<file path="src/rtl/hazard_ctrl.sv">
// ============================================================================
//  Module   : hazard_ctrl
//  Purpose  : Pipeline hazard controller that arbitrates memory waits, taken
//             branches and load-use stalls, with event counters and a timeout.
//  Revision : 1.0
// ============================================================================
`default_nettype none

module hazard_ctrl #(
  parameter int CNT_W   = 16,
  parameter int TIMEOUT = 256
) (
  input  logic             clk,
  input  logic             rst,
  input  logic [4:0]       id_rs,
  input  logic [4:0]       id_rt,
  input  logic             id_uses_rt,
  input  logic [4:0]       idex_rt,
  input  logic             idex_memread,
  input  logic             exmem_memreq,
  input  logic             dmem_ready,
  input  logic             ex_branch_taken,
  output logic             pc_write,
  output logic             ifid_write,
  output logic             ifid_flush,
  output logic             idex_bubble,
  output logic             freeze,
  output logic [1:0]       state,
  output logic [CNT_W-1:0] stall_cnt,
  output logic [CNT_W-1:0] flush_cnt,
  output logic             mem_timeout
);

  typedef enum logic [1:0] {
    RUN      = 2'd0,
    MEM_WAIT = 2'd1,
    LU_STALL = 2'd2,
    FLUSH    = 2'd3
  } state_t;

  localparam int                WAIT_W   = $clog2(TIMEOUT + 1);
  localparam logic [WAIT_W-1:0] WAIT_LIM = WAIT_W'(TIMEOUT);

  state_t            state_q;
  state_t            state_d;
  logic [WAIT_W-1:0] wait_cnt;
  logic [WAIT_W-1:0] wait_nxt;
  logic              mem_wait;
  logic              load_use;

  assign mem_wait = exmem_memreq & ~dmem_ready;
  // A second consecutive load-use bubble is never needed: the load has moved on.
  assign load_use = idex_memread && (idex_rt != 5'd0) && (state_q != LU_STALL) &&
                    ((idex_rt == id_rs) || (id_uses_rt && (idex_rt == id_rt)));
  assign wait_nxt = wait_cnt + WAIT_W'(1);
  assign state    = state_q;

  always_comb begin
    state_d     = RUN;
    pc_write    = 1'b1;
    ifid_write  = 1'b1;
    ifid_flush  = 1'b0;
    idex_bubble = 1'b0;
    freeze      = 1'b0;
    if (rst) begin
      pc_write    = 1'b0;
      ifid_write  = 1'b0;
      ifid_flush  = 1'b1;
      idex_bubble = 1'b1;
    end else if (mem_wait) begin
      state_d    = MEM_WAIT;
      pc_write   = 1'b0;
      ifid_write = 1'b0;
      freeze     = 1'b1;
    end else if (ex_branch_taken) begin
      state_d     = FLUSH;
      ifid_flush  = 1'b1;
      idex_bubble = 1'b1;
    end else if (load_use) begin
      state_d     = LU_STALL;
      pc_write    = 1'b0;
      ifid_write  = 1'b0;
      idex_bubble = 1'b1;
    end
  end

  always_ff @(posedge clk or posedge rst) begin
    if (rst) begin
      state_q     <= RUN;
      stall_cnt   <= '0;
      flush_cnt   <= '0;
      wait_cnt    <= '0;
      mem_timeout <= 1'b0;
    end else begin
      state_q <= state_d;
      if (((state_d == MEM_WAIT) || (state_d == LU_STALL)) && (stall_cnt != '1))
        stall_cnt <= stall_cnt + CNT_W'(1);
      if ((state_d == FLUSH) && (flush_cnt != '1))
        flush_cnt <= flush_cnt + CNT_W'(1);
      // Wait run length saturates at the limit so long waits never wrap.
      if (state_d == MEM_WAIT) begin
        if (wait_cnt != WAIT_LIM)
          wait_cnt <= wait_nxt;
        if (wait_nxt == WAIT_LIM)
          mem_timeout <= 1'b1;
      end else begin
        wait_cnt <= '0;
      end
    end
  end

endmodule

`default_nettype wire

</file>
<file path="config.mk">
export PLATFORM = sky130hd
export DESIGN_NAME = hazard_ctrl
export DESIGN_NICKNAME = d
export VERILOG_FILES = /design/src/rtl/hazard_ctrl.sv
export SDC_FILE = /design/constraint.sdc
export NUM_CORES = 1
export LEC_CHECK = 0
export ABC_AREA = 1
export CAP_MARGIN = 10
export CORE_UTILIZATION = 50
export CTS_CLUSTER_SIZE = 30
export DETAILED_ROUTE_END_ITERATION = 16
export PLACE_DENSITY = 0.89
export SYNTH_ARGS = -nofsm -noshare
export SYNTH_HDL_FRONTEND = slang
export SYNTH_SLANG_ARGS = --single-unit
</file>
<file path="constraint.sdc">
create_clock -name clk -period 2 [get_ports clk]
set_clock_uncertainty 0.1 [all_clocks]
set_input_delay 0.4 -clock clk [delete_from_list [all_inputs] [get_ports clk]]
set_output_delay 0.4 -clock clk [all_outputs]
set_load 0.1 [all_outputs]
</file>
* Yosys cells after proc, flatten, opt, wreduce, memory -nomap -nowiden *
Index checks and enable logic that the tools add are counted.

cells by class
  reductions and logical operators = 10
  $add $sub $neg = 3
  eq/ne operators = 11
  bitwise operators = 2
  mux-type cells = 19

operators by type and width
  kind                                                                    number
  16-bit by 1-bit adder with 16-bit output (second input constant)        2
  16-bit != test (second input constant)                                  2
  9-bit two-way mux                                                       2
  1-bit two-way mux                                                       13
  5-bit equality test                                                     2
  9-bit by 1-bit adder with 9-bit output (second input constant)          1
  9-bit equality test (second input constant)                             1
  9-bit != test (second input constant)                                   1
  2-bit two-way mux                                                       4
  1-bit logical AND                                                       6
  5-bit nonzero test                                                      1
  2-bit equality test (second input constant)                             2
  2-bit by 1-bit equality test with 1-bit output (second input constant)  1
  1-bit logical OR                                                        2
  2-bit by 1-bit != test with 1-bit output (second input constant)        1
  2-bit != test (second input constant)                                   1
  2-bit AND reduction                                                     1
  1-bit AND                                                               1
  1-bit NOT                                                               1

storage, ports and cells
  flip-flop bits (word level) = 44
  word-level logic and storage cells = 50
  output and inout port bits = 40

* Depth between registers and ports, before layout *
  word-level depth = 11
  depth in mapped cells = 16
  gate-level depth less buffers = 16

* Least setup slack after synthesis *
OpenSTA, ideal clock, no wires.

  path type = register to output
  start point = reg state_q[0] (netlist: state[0])
  end point = out idex_bubble
  stages on the path, launching flop included = 7
  slack = -1.897 ns
  arrival = 3.397 ns
  path through = dfrtp_1 > inv_1 > nand2_1 > nand3_1 > inv_1 > nand2_1 > o21ai_0

between the ends
  cells in the longest elaborated chain, start to end = 7

ends and longest elaborated chain
  element                          RTL line  source
  start: declaration               44        state_t state_q;
  start signal: assignment         95        state_q <= state_d;
  2-bit != test                    53        assign load_use = idex_memread && (idex_rt != 5'd0) && (state_q != LU_STALL) &&
  1-bit logical AND (2 in series)  53
  1-bit two-way mux                79        end else if (load_use) begin
  1-bit two-way mux                75        end else if (ex_branch_taken) begin
  1-bit two-way mux                70        end else if (mem_wait) begin
  1-bit two-way mux                65        if (rst) begin
  end: declaration                 26        output logic idex_bubble,

No other way between the ends.

* Worst setup path after layout *
  start point = reg state_q[1] (netlist: state[1])
  end point = out idex_bubble

The elaborated chain is that of the path after synthesis.

==> flow_summary.toml <==
[critical_path]
path_cells = "nand2_2 > nand3_2 > inv_2 > nand2_2 > buf_6 > o21ai_4 > buf_12"
critPathLaunch = "state[1]"
required_ps = 1500
crit_fanout = 3
ff2ff_setup_slack_ps = 50
r2r-start = "state[0]"
cpPeakStageDelay_ps = 480
rr_worst_depth = 14
cp-start-kind = "register"
crit_type = "reg -> out"
worstReg2RegEnd = "wait_cnt[0]"
crit_path_end_kind = "output pin"
crit_slowest_cell = "dfrtp_4"
worstPathArrival_ps = 1530
critPathMostFrequentCell = "nand2_2"

[synthesis]
yosysTopAreaCell = "dfrtp_1"
synthSimpleGateAreaFrac_pct = 37.7
synth_fa_ha_area_share_pct = 2.64
synth_top_family_by_area = "simple AND/OR/NAND/NOR gates"
synth.avg_cell_area_um2 = 6.92
synth_mux_area_share_pct = 0
ys_ff_latch = 44
synthesis.area_mm2 = 0.00284
ys_types = 26
synth-xor-area-share_pct = 8.62
ys_warn_count = 0
syn_nets = 439
synth_top_area_share_pct = 38.7
syn_inst = 411
synthTopCellsByArea = "dfrtp_1 39%, nand2_1 21%, inv_1 6.7%, nor2_1 5.9%, xnor2_1 4.6%"
synth_compound_area_share_pct = 3.26
ys_seq_area_share_pct = 38.7

[drt]
dr_total_vias = 3007
via_per_inst = 5.32
postRouteWirelength_um = 7990
drc_errors = 0
ant_nets = 0
first_pass_iters = 5
routed-wl-met3_um = 449
dr_wl_met2_um = 4160
wl_per_cell_um = 14.1
top_layer = "met4"
met1Wirelength_um = 3160
drt_iter0_drc = 338

[clocking]
cts_buffers = 5
htree_levels = 2
cts_tree = "built"
path_clk_slew_ps = 80
cts_root_buffer = "clkbuf_8"
clk_latency_ps = 300
hold_buffers = 0
clock-sinks = 44
clk_path_buf_depth = 2

[cells_and_area]
layout_common_cells = "150 x nand2_1, 44 x buf_12, 41 x nor2_1"
regArea_mm2 = 0.00115
drive_gt1_share_pct = 31.8
antenna_cells = 0
multi_input_area_mm2 = 0.00160
final_common_cell = "nand2_1"
nets = 520
syn_to_final_growth_pct = 51.8
fillers = 328

[die]
start_util_pct = 51.6
io_pins = 62
core_mm2 = 0.00551
num_rows = 27
fp.dieH_um = 77.4
die_x_um = 77.4
dieArea_mm2 = 0.00599

[timing]
hold_viol = 0
rsz0062_at_grt = "yes"
fmax_mhz = 492
finalSetupViolCount = 1
tightest_slew_ps = 424
fin_crit_sh_pct = 102
period_minus_slack_ps = 2030
whs_ps = 342
maxSlewViolCount = 0
setup_ws_ps = -33.3
worst_slew_margin_rel_pct = 71.6

[worst_hold_path]
hold_path.class = "in -> async"

[placement]
gp_congestion = 0.945
port_buffers = 61
hpwl_um = 5940
place_ws_ps = -647

[grt]
grt_remaining_overflow = 0
grt_max_degree = 45
grt_pass1_vias = 2962
grt_use_total_pct = 28.2
grt_pass1_wl_um = 13400
antenna_found_initial = 0

[flow_run]
maxCapViolCount = 0

[run_status]
outcome = "finished, violations left"
violations = "setup timing"

[power]
irDropWorstVdd_mv = 1.21
cellPowerDensity_mw_per_mm2 = 810
leakage_uw = 0.00198
==> cell families (layout without fill, tap and decap cells) <==
kind of cell | after synthesis | after routing
AOI/OAI and AO/OA | 18 | 18
and+or+nand+nor | 257 | 257
buffers and inverters | 58 | 140
xor gates and xnor gates | 28 | 28
adders and majority gates | 6 | 6
DFF | 44 | 44
==> per-layer routing <==
layer  up-vias  GRT usage [%]
met5         -              0
met4         0           11.7
met3        28           5.41
met2       150           49.4
met1      1407           33.7
li1       1422              -
==> power by group <==
group	leakage (uW)	internal (uW)	switching [uW]
sequential	0.000548	1020	205
clock	0.0000422	246	307
combinational	0.00139	618	1100
total	0.00198	1880	1610
==> state kept, by name (all words and copies together) (netlist names) <==
| name | count |
|---|---|
| state | 2 |
| stall_cnt | 16 |
| flush_cnt | 16 |
| mem_timeout | 1 |
| wait_cnt | 9 |
==> final cells by class <==
class,instances,area share [%]
clock buffers,7,1.77
clock inverters,1,0.116
inverters,52,4.78
multi-input cells,309,37.1
flip-flops and latches,44,26.6
well taps,72,2.09
repair buffers,80,27.5
==> metrics by stage <==
| stage | util, % | TNS (ps) | power, uW | cell area [um2] | cells |
|---|---|---|---|---|---|
| 2_1_floorplan | - | -506 | 2240 | 2920 | 411 |
| 3_3_place_gp | 74.7 | -19260 | 2880 | 4110 | 554 |
| 3_5_place_dp | 74.7 | -24860 | 2920 | 4110 | 554 |
| 4_1_cts | 77.2 | -16.0 | 3490 | 4250 | 565 |
| 5_1_grt | 78.4 | -287 | 3640 | 4320 | 565 |
| 6_report | 78.4 | -33.3 | 3490 | 4320 | 565 |
==> cell usage after synthesis <==
| cell type | n |
|---|---|
| xor2_1 | 13 |
| nor2_1 | 45 |
| nor3b_1 | 1 |
| nor3_1 | 7 |
| and2_1 | 1 |
| nand3_2 | 2 |
| nor3_2 | 1 |
| buf_12 | 1 |
| inv_1 | 51 |
| nand2_1 | 160 |
| nor2_2 | 1 |
| buf_6 | 2 |
| nor2_4 | 1 |
| a21boi_0 | 1 |
| xnor2_1 | 15 |
| nand3_1 | 25 |
| buf_2 | 1 |
| nand4_1 | 5 |
| o21ai_0 | 12 |
| ha_1 | 6 |
| buf_4 | 2 |
| nand2_2 | 7 |
| inv_2 | 1 |
| nor4_1 | 1 |
| a21oi_1 | 5 |
| dfrtp_1 | 44 |
==> worst max path at each step <==
stage | cells past startpoint | to
floorplan | 7 | pc_write
global placement | 15 | stall_cnt[0]
CTS | 7 | idex_bubble
finish | 7 | idex_bubble
global route | 7 | idex_bubble
detailed placement | 16 | stall_cnt[13]
==> critical path, delay by kind of cell (launching register included) <==
family,cells,cell delay (ps)
DFF,1,480
buffers and inverters,3,390
and+or+nand+nor,3,220
AOI/OAI and AO/OA,1,140
==> repair_timing <==
item,CTS,global route
pin swaps,26,16
buffers inserted,3,0
endpoints found under the setup margin,47,33
gates resized for setup,99,20
Note: power is estimated with default switching activity, not from simulation.
